`src/rtl/vdp18_access_sched.sv`:
```
// vdp18_access_sched: VRAM access slot scheduler for the VDP18 core.
// On each access-slot strobe it picks the next VRAM access (pattern fetch,
// sprite test, sprite attribute/pattern fetch, CPU or none) from the raster
// position and the operating mode, and fits pending CPU requests into free slots.
// Optional feature macro: VDP18_SPRITE_CNT_EN (when defined, sprite-region
// slots for sprites that were not found by the sprite test become free slots).

package vdp18_pkg;

  typedef enum logic [1:0] {
    OPMODE_GRAPH1 = 2'd0,
    OPMODE_GRAPH2 = 2'd1,
    OPMODE_MULTIC = 2'd2,
    OPMODE_TEXTM  = 2'd3
  } opmode_t;

  typedef enum logic [3:0] {
    AC_NONE = 4'd0,
    AC_PNT  = 4'd1,
    AC_PCT  = 4'd2,
    AC_PGT  = 4'd3,
    AC_STST = 4'd4,
    AC_SATY = 4'd5,
    AC_SATX = 4'd6,
    AC_SATN = 4'd7,
    AC_SATC = 4'd8,
    AC_SPTH = 4'd9,
    AC_SPTL = 4'd10,
    AC_CPU  = 4'd11
  } access_t;

endpackage

module vdp18_access_sched #(
  parameter int SPR_SLOTS = 6
) (
  input  logic                clk_i,
  input  logic                reset_i,
  input  logic                clk_en_acc_i,
  input  vdp18_pkg::opmode_t  opmode_i,
  input  logic                blank_i,
  input  logic                vert_active_i,
  input  logic [8:0]          num_pix_i,
  input  logic [2:0]          spr_cnt_i,
  input  logic                cpu_req_i,
  output vdp18_pkg::access_t  access_type_o,
  output logic [4:0]          spr_num_o,
  output logic                cpu_ack_o
);

  import vdp18_pkg::*;

  // Registered state
  access_t     r_access;
  logic [4:0]  r_spr_num;
  logic        r_ack;
  logic        r_pend;
  logic [2:0]  r_sub;
  logic [1:0]  r_sidx;
  logic [4:0]  r_stst;
  logic [1:0]  r_tcnt;

  // Combinational helpers
  logic signed [8:0] w_pix;
  logic        w_in_spr;
  logic        w_in_pat;
  logic        w_in_txt;
  logic [2:0]  w_sub_eff;
  logic [1:0]  w_sidx_eff;
  logic [1:0]  w_tcnt_eff;
  logic        w_spr_skip;
  access_t     w_slot;
  access_t     w_final;
  logic        w_free;
  logic [4:0]  w_spr_num;
  logic        w_stst_issue;
  logic        w_grant;

  assign w_pix    = num_pix_i;
  assign w_in_spr = (w_pix >= -9'sd86) && (w_pix <= -9'sd40);
  assign w_in_pat = (w_pix >= -9'sd8)  && (w_pix <= 9'sd247);
  assign w_in_txt = (w_pix >= -9'sd6)  && (w_pix <= 9'sd233);

  // Counters restart at the first slot of their region, so that slot already
  // uses the restarted value rather than whatever was left from the last line.
  assign w_sub_eff  = (w_pix == -9'sd86) ? 3'd0 : r_sub;
  assign w_sidx_eff = (w_pix == -9'sd86) ? 2'd0 : r_sidx;
  assign w_tcnt_eff = (w_pix == -9'sd6)  ? 2'd0 : r_tcnt;

`ifdef VDP18_SPRITE_CNT_EN
  assign w_spr_skip = ({1'b0, w_sidx_eff} >= spr_cnt_i);
`else
  logic w_unused_spr_cnt;
  assign w_unused_spr_cnt = ^spr_cnt_i;
  assign w_spr_skip = 1'b0;
`endif

  // Decide the mode-driven access for this slot, or mark the slot as free.
  always_comb begin
    w_slot       = AC_NONE;
    w_free       = 1'b1;
    w_spr_num    = r_spr_num;
    w_stst_issue = 1'b0;
    if (blank_i || !vert_active_i) begin
      w_free = 1'b1;
    end else if (opmode_i != OPMODE_TEXTM) begin
      if (w_in_spr && !w_spr_skip) begin
        w_free    = 1'b0;
        w_spr_num = {3'b000, w_sidx_eff};
        case (w_sub_eff)
          3'd0:    w_slot = AC_SATY;
          3'd1:    w_slot = AC_SATX;
          3'd2:    w_slot = AC_SATN;
          3'd3:    w_slot = AC_SATC;
          3'd4:    w_slot = AC_SPTH;
          3'd5:    w_slot = AC_SPTL;
          default: begin
            w_free    = 1'b1;
            w_spr_num = r_spr_num;
          end
        endcase
      end else if (w_in_pat) begin
        case (w_pix[2:1])
          2'd0: begin
            w_free = 1'b0;
            w_slot = AC_PNT;
          end
          2'd1: begin
            // Multicolor mode has no colour table fetch; the slot goes to the CPU.
            if (opmode_i == OPMODE_MULTIC) begin
              w_free = 1'b1;
            end else begin
              w_free = 1'b0;
              w_slot = AC_PCT;
            end
          end
          2'd2: begin
            w_free = 1'b0;
            w_slot = AC_PGT;
          end
          2'd3: begin
            w_free       = 1'b0;
            w_slot       = AC_STST;
            w_spr_num    = r_stst;
            w_stst_issue = 1'b1;
          end
          default: w_free = 1'b1;
        endcase
      end else begin
        w_free = 1'b1;
      end
    end else begin
      if (w_in_txt) begin
        case (w_tcnt_eff)
          2'd0: begin
            w_free = 1'b0;
            w_slot = AC_PNT;
          end
          2'd1: begin
            w_free = 1'b0;
            w_slot = AC_PGT;
          end
          default: w_free = 1'b1;
        endcase
      end else begin
        w_free = 1'b1;
      end
    end
  end

  // Free slots go to the CPU only when a request was already pending before the strobe.
  assign w_final = w_free ? (r_pend ? AC_CPU : AC_NONE) : w_slot;
  assign w_grant = clk_en_acc_i & w_free & r_pend;

  // Slot outputs, CPU request bookkeeping and position counters.
  always_ff @(posedge clk_i) begin
    if (reset_i) begin
      r_access  <= AC_NONE;
      r_spr_num <= 5'd0;
      r_ack     <= 1'b0;
      r_pend    <= 1'b0;
      r_sub     <= 3'd0;
      r_sidx    <= 2'd0;
      r_stst    <= 5'd0;
      r_tcnt    <= 2'd0;
    end else begin
      r_pend <= (r_pend & ~w_grant) | cpu_req_i;
      r_ack  <= w_grant;
      if (clk_en_acc_i) begin
        r_access  <= w_final;
        r_spr_num <= w_spr_num;
        if (w_in_spr) begin
          if (w_sub_eff == 3'(SPR_SLOTS - 1)) begin
            r_sub  <= 3'd0;
            r_sidx <= w_sidx_eff + 2'd1;
          end else begin
            r_sub  <= w_sub_eff + 3'd1;
            r_sidx <= w_sidx_eff;
          end
        end
        if (w_pix == -9'sd8) begin
          r_stst <= 5'd0;
        end else if (w_stst_issue) begin
          r_stst <= r_stst + 5'd1;
        end
        if (w_in_txt) begin
          r_tcnt <= (w_tcnt_eff == 2'd2) ? 2'd0 : (w_tcnt_eff + 2'd1);
        end
      end
    end
  end

  assign access_type_o = r_access;
  assign spr_num_o     = r_spr_num;
  assign cpu_ack_o     = r_ack;

endmodule

```
`config.mk`:
```
export PLATFORM = sky130hd
export DESIGN_NAME = vdp18_access_sched
export DESIGN_NICKNAME = d
export VERILOG_FILES = /design/src/rtl/vdp18_access_sched.sv
export SDC_FILE = /design/constraint.sdc
export NUM_CORES = 1
export LEC_CHECK = 0
export ABC_AREA = 1
export BUFFER_PORTS_ARGS = -buffer_cell sky130_fd_sc_hd__buf_2
export CORE_UTILIZATION = 45
export CTS_BUF_LIST = sky130_fd_sc_hd__clkbuf_4 sky130_fd_sc_hd__clkbuf_8
export CTS_CLUSTER_DIAMETER = 40
export DETAILED_ROUTE_END_ITERATION = 8
export PLACE_DENSITY = 0.64
export REMOVE_ABC_BUFFERS = 1
export SKIP_CTS_REPAIR_TIMING = 1
export SYNTH_ARGS = -nofsm -noshare
export SYNTH_HDL_FRONTEND = slang
export SYNTH_SLANG_ARGS = --single-unit
```
`constraint.sdc`:
```
create_clock -name clk_i -period 3.8 [get_ports clk_i]
set_input_delay 0.19 -clock clk_i [delete_from_list [all_inputs] [get_ports clk_i]]
set_output_delay 0.19 -clock clk_i [all_outputs]
set_load 0.03 [all_outputs]
```
======== After elaboration in Yosys (flattened, before gate mapping) ========
Cells that the tools add are included.
storage, ports and cells
  bits in registers ....................... 23
  word-level logic and storage cells ...... 95
  input bits .............................. 20
  output and inout port bits .............. 10
operators by class
  magnitude comparators ................... 6
  reductions and logical operators ........ 18
  $add $sub $neg .......................... 4
  equality and inequality tests ........... 16
  mux-type cells .......................... 37
  bitwise logic cells ..................... 6
operators by type and width
  kind                   number
  $mux W5                6
  $mux W4                6
  $pmux W4 S6            1
  $eq A9 B4 Y1 const B   2
  $ge A9 B4 Y1 const B   2
  $le A9 B9 Y1 const B   2
  $pmux W4 S4            1
  $mux W1                13
  $mux W2                6
  $eq A9 B8 Y1 const B   1
  $ge A9 B8 Y1 const B   1
  $le A9 B7 Y1 const B   1
  $eq A2 B2 Y1 const B   4
  $eq A3 B2 Y1 const B   2
  $eq A3 B3 Y1 const B   2
  $mux W3                2
  $reduce_and A2 Y1      3
  $reduce_and A6 Y1      1
  $reduce_bool A2 Y1     3
  $reduce_or A6 Y1       1
  $add A5 B1 Y5 const B  1
  $add A2 B1 Y2 const B  2
  $eq A2 B1 Y1 const B   2
  $logic_not A2 Y1       2
  other kinds (14)       20

======== Depth between registers and ports, before layout ========
  depth after elaboration ................. 13
  mapped depth ............................ 16
  mapped depth without buffers ............ 16

======== Least setup slack after synthesis ========
OpenSTA, ideal clock, no wires.
  path type ............................... input to register
  from .................................... input num_pix_i[4]
  to ...................................... register r_spr_num[1], in the netlist spr_num_o[1]
  path buffers ............................ 0
  arrival ................................. 1.571 ns
  library setup time ...................... 0.067 ns
  cell stages on the path ................. 13
  data required time ...................... 3.733 ns
  slack ................................... 2.162 ns
  path through ............................ inv_1 -> nand2_1 -> nor2_1 -> nand3_4 -> nand2_1 -> nor2_1 -> ha_1 -> inv_1 -> nand3_1 -> or2_4 -> nand3_4 -> nand2_1 -> a21oi_2
between the ends
  word-level cells in the longest chain between the ends .. 6
  elaborated cells on any way between the ends .. 22
  classes of those cells .................. order compare: 4; eq/ne: 7; mux: 4; reduce/logical: 7
ends and longest elaborated chain
  element                                     line    source
  from (decl)                                 43      input logic [8:0] num_pix_i,
  $eq A9 B8 Y1                                86, 87
  $mux W3                                     86      assign w_sub_eff = (w_pix == -9'sd86) ? 3'd0 : r_sub;
  $eq A3 B3 Y1, or another cell as far along  110     case (w_sub_eff)
  $reduce_or A6 Y1 (no source line)           -
  $ne A2 B2 Y1 (no source line)               -
  $reduce_and A6 Y1 (no source line)          -
  to (signal assigned)                        191     r_spr_num <= w_spr_num;
  to (decl)                                   55      logic [4:0] r_spr_num;
Parallel ways exist; a longest one is shown, timed or not. The select of a mux whose other input is x is not followed.
A chain may end at the register's enable or synchronous reset.

======== Final worst setup path ========
  from .................................... input num_pix_i[2]
  to ...................................... register r_spr_num[1], in the netlist spr_num_o[1]
Same word-level chain as after synthesis.

==> flow_metrics.py <==
metrics = {
    "route": {
        "drc_errors": 0,
        "routed_via_density": 4.87,
        "first_pass_iters": 4,
        "drtAntennaViolNets": 0,
        "wl_um": 3130,
        "vias": 1489,
        "wire_per_inst_um": 10.2,
        "drt_iter0_markers": 69,
    },
    "pwr": {
        "p_int_mw": 0.324,
        "switchingPower_mw": 0.151,
        "power_frac_comb": 0.222,
        "power.density_nw_per_um2": 277,
        "netSwitchingFraction": 0.317,
        "pwr-share-clk": 0.241,
        "ir_drop_uv": 163,
        "leakage_nw": 0.798,
        "seqPwrFrac": 0.537,
    },
    "cts": {
        "clock_latency_ns": 0.32,
        "cts-root-buf": "clkbuf_4",
        "cts_buffer_depth": 2,
        "numCtsBuffers": 3,
        "clk_pin_slew_ns": 0.13,
        "cts_sinks": 23,
        "cts_tree": "built",
        "htreeDepth": 1,
    },
    "flow_run": {
        "maxCapViolCount": 0,
    },
    "layout": {
        "fin_util": 0.548,
        "finalNonFillerCells": 306,
        "diodes": 0,
        "drive_above_1_share": 0.210,
        "area_delta_synth_final_pct": 13.5,
        "nets": 285,
    },
    "sta": {
        "skew_ns": 0.0105,
        "slew_headroom": 0.751,
        "period_share": 0.432,
        "fin_tns_setup_ns": 0,
        "drv_slew": 0,
        "hold_viol_final": 0,
        "holdWs_ns": 0.105,
        "fin_crit_ns": 1.64,
        "setup_viol": 0,
        "max_freq_mhz": 609,
        "rsz0062_at_grt": "no",
        "tightest_slew_ns": 0.371,
    },
    "grt": {
        "grt_pass1_wl_um": 5450,
        "grt_pass1_vias": 1339,
        "groute.usage.overall": 0.199,
        "overflow": 0,
        "grt_max_degree": 14,
        "antenna_found_initial": 0,
    },
    "setup_path": {
        "critPathMaxStageDelay_ns": 0.26,
        "startpoint_type": "input pin",
        "critical_path_buf_inv_count": 2,
        "worstPathRequired_ns": 4.06,
        "crit_path_top_delay_cell": "nor3_2",
        "worstPathMaxFanout": 9,
        "crit_type": "input pin to flop",
        "cp.arrival_ns": 1.91,
        "critPathTopFamily": "simple AND/OR/NAND/NOR gates",
        "critPathCaptureType": "flop",
        "path_cells": "buf_2 > nor3_2 > nand3_4 > nand2_1 > nor2_1 > ha_1 > inv_1 > nand3_1 > or2_4 > nand3_4 > nand2_1 > a21oi_2",
    },
    "floorplan": {
        "ios": 30,
        "start_util": 0.482,
        "dieWidth_um": 59.9,
        "dieHeight_um": 59.9,
        "die_area_sq_um": 3590,
        "core_sq_um": 3130,
        "placementRows": 20,
    },
    "logic_synthesis": {
        "syn-cell-area_sq_um": 1510,
        "synth_cell_type_count": 30,
        "postSynthCellCount": 234,
        "ys_seq_area_frac": 0.305,
        "ys_ff_latch": 23,
        "synth-warning-count": 0,
        "syn_avg_cell_area_sq_um": 6.45,
    },
    "place": {
        "detailed_place_hpwl_um": 2530,
        "routabilityCongestion": 0.868,
        "dp.cells": 302,
        "io_buffers": 26,
    },
    "worst_hold_path": {
        "holdCritPathClass": "input pin to flop",
    },
    "run_status": {
        "status": "finished clean",
    },
}
==> cells in the final DEF, fill, tap and decap left out, drive strengths merged <==
cell type and instances:
a211oi 2, a21oi 19, and2 1, buf 26, clkbuf 3, clkinv 1, dfxtp 23, ha 2
inv 38, nand2 52, nand3 22, nand3b 2, nand4 5, nor2 38, nor3 6, o211a 1
o211ai 1, o21ai 18, or2 2
==> metal layers <==
layer / wire length (um) / track usage / vias up
met5: 0 / 0 / -
met1: 1540 / 0.244 / 645
met3: 86 / 0.0346 / 8
li1: - / - / 812
met2: 1440 / 0.348 / 24
met4: 68 / 0.0698 / 0
==> cell usage after synthesis (all sizes together) <==
master | n | area, sq um
o211ai | 1 | 7.51
buf | 1 | 5.00
o21ai | 18 | 90.1
nor3 | 6 | 40.0
a211oi | 2 | 15.0
or2 | 2 | 15.0
clkbuf | 1 | 3.75
a21oi | 19 | 103
nand4 | 5 | 31.3
inv | 38 | 145
nand3b | 2 | 15.0
nand3 | 22 | 150
o211a | 1 | 10.0
and2 | 1 | 7.51
nand2 | 52 | 225
ha | 2 | 25.0
nor2 | 38 | 160
dfxtp | 23 | 460
==> power by group through the flow <==
stage	Combinational (mW)	Clock [mW]	Sequential [mW]
4_1_cts	0.106	0.118	0.255
5_1_grt	0.120	0.131	0.257
6_report	0.106	0.114	0.255
2_1_floorplan	0.0649	0	0.268
3_3_place_gp	0.105	0	0.260
3_5_place_dp	0.106	0	0.260
==> stage by stage <==
step / area (sq um) / setup WS, ns / total power [mW]
after global placement: 1690 / 1.86 / 0.365
after CTS: 1710 / 2.15 / 0.479
after global routing: 1710 / 1.97 / 0.508
after floorplan: 1500 / 2.16 / 0.333
after detailed placement: 1690 / 1.82 / 0.366
final: 1710 / 2.16 / 0.475
==> cells by family (layout without fill, tap and decap cells) <==
kind of cell,after synthesis,after routing,synth area share
adders and majority gates,2,2,0.0166
and+or+nand+nor,128,128,0.427
DFF,23,23,0.305
AOI/OAI and AO/OA,41,41,0.149
buffers and inverters,40,68,0.102
==> path summary, 6_finish.rpt <==
path | to | slack, ns | start | cells past startpoint
min reg2reg | spr_num_o[4] | 0.45 | spr_num_o[4] | 2
max | spr_num_o[1] | 2.16 | num_pix_i[2] | 12
max reg2reg | spr_num_o[1] | 2.25 | r_sub[2] | 8
min | r_pend | 0.11 | cpu_req_i | 3
==> state kept, by name, summed over array words and instances, names as in the netlist <==
register       flops
r_tcnt             2
access_type_o      4
r_pend             1
r_sidx             2
cpu_ack_o          1
spr_num_o          5
r_stst             5
r_sub              3
==> final cells by class <==
cell class / count / area [sq um]
clock buffer: 3 / 22.5
fill: 332 / 1420
multi-input combinational: 171 / 895
tap: 44 / 55.1
clock inverter: 1 / 5.00
timing repair buffer: 26 / 130
inverter: 38 / 145
sequential: 23 / 460
==> worst register-to-register path, delay by kind of cell (launching register included) <==
family	cells	cell delay [ns]
AO/OA/AOI/OAI	1	0.13
adder cells (fa/ha/maj)	1	0.20
buffers and inverters	1	0.06
flip-flops	1	0.42
AND/OR/NAND/NOR	5	0.67
(Power assumes the default switching activity.)
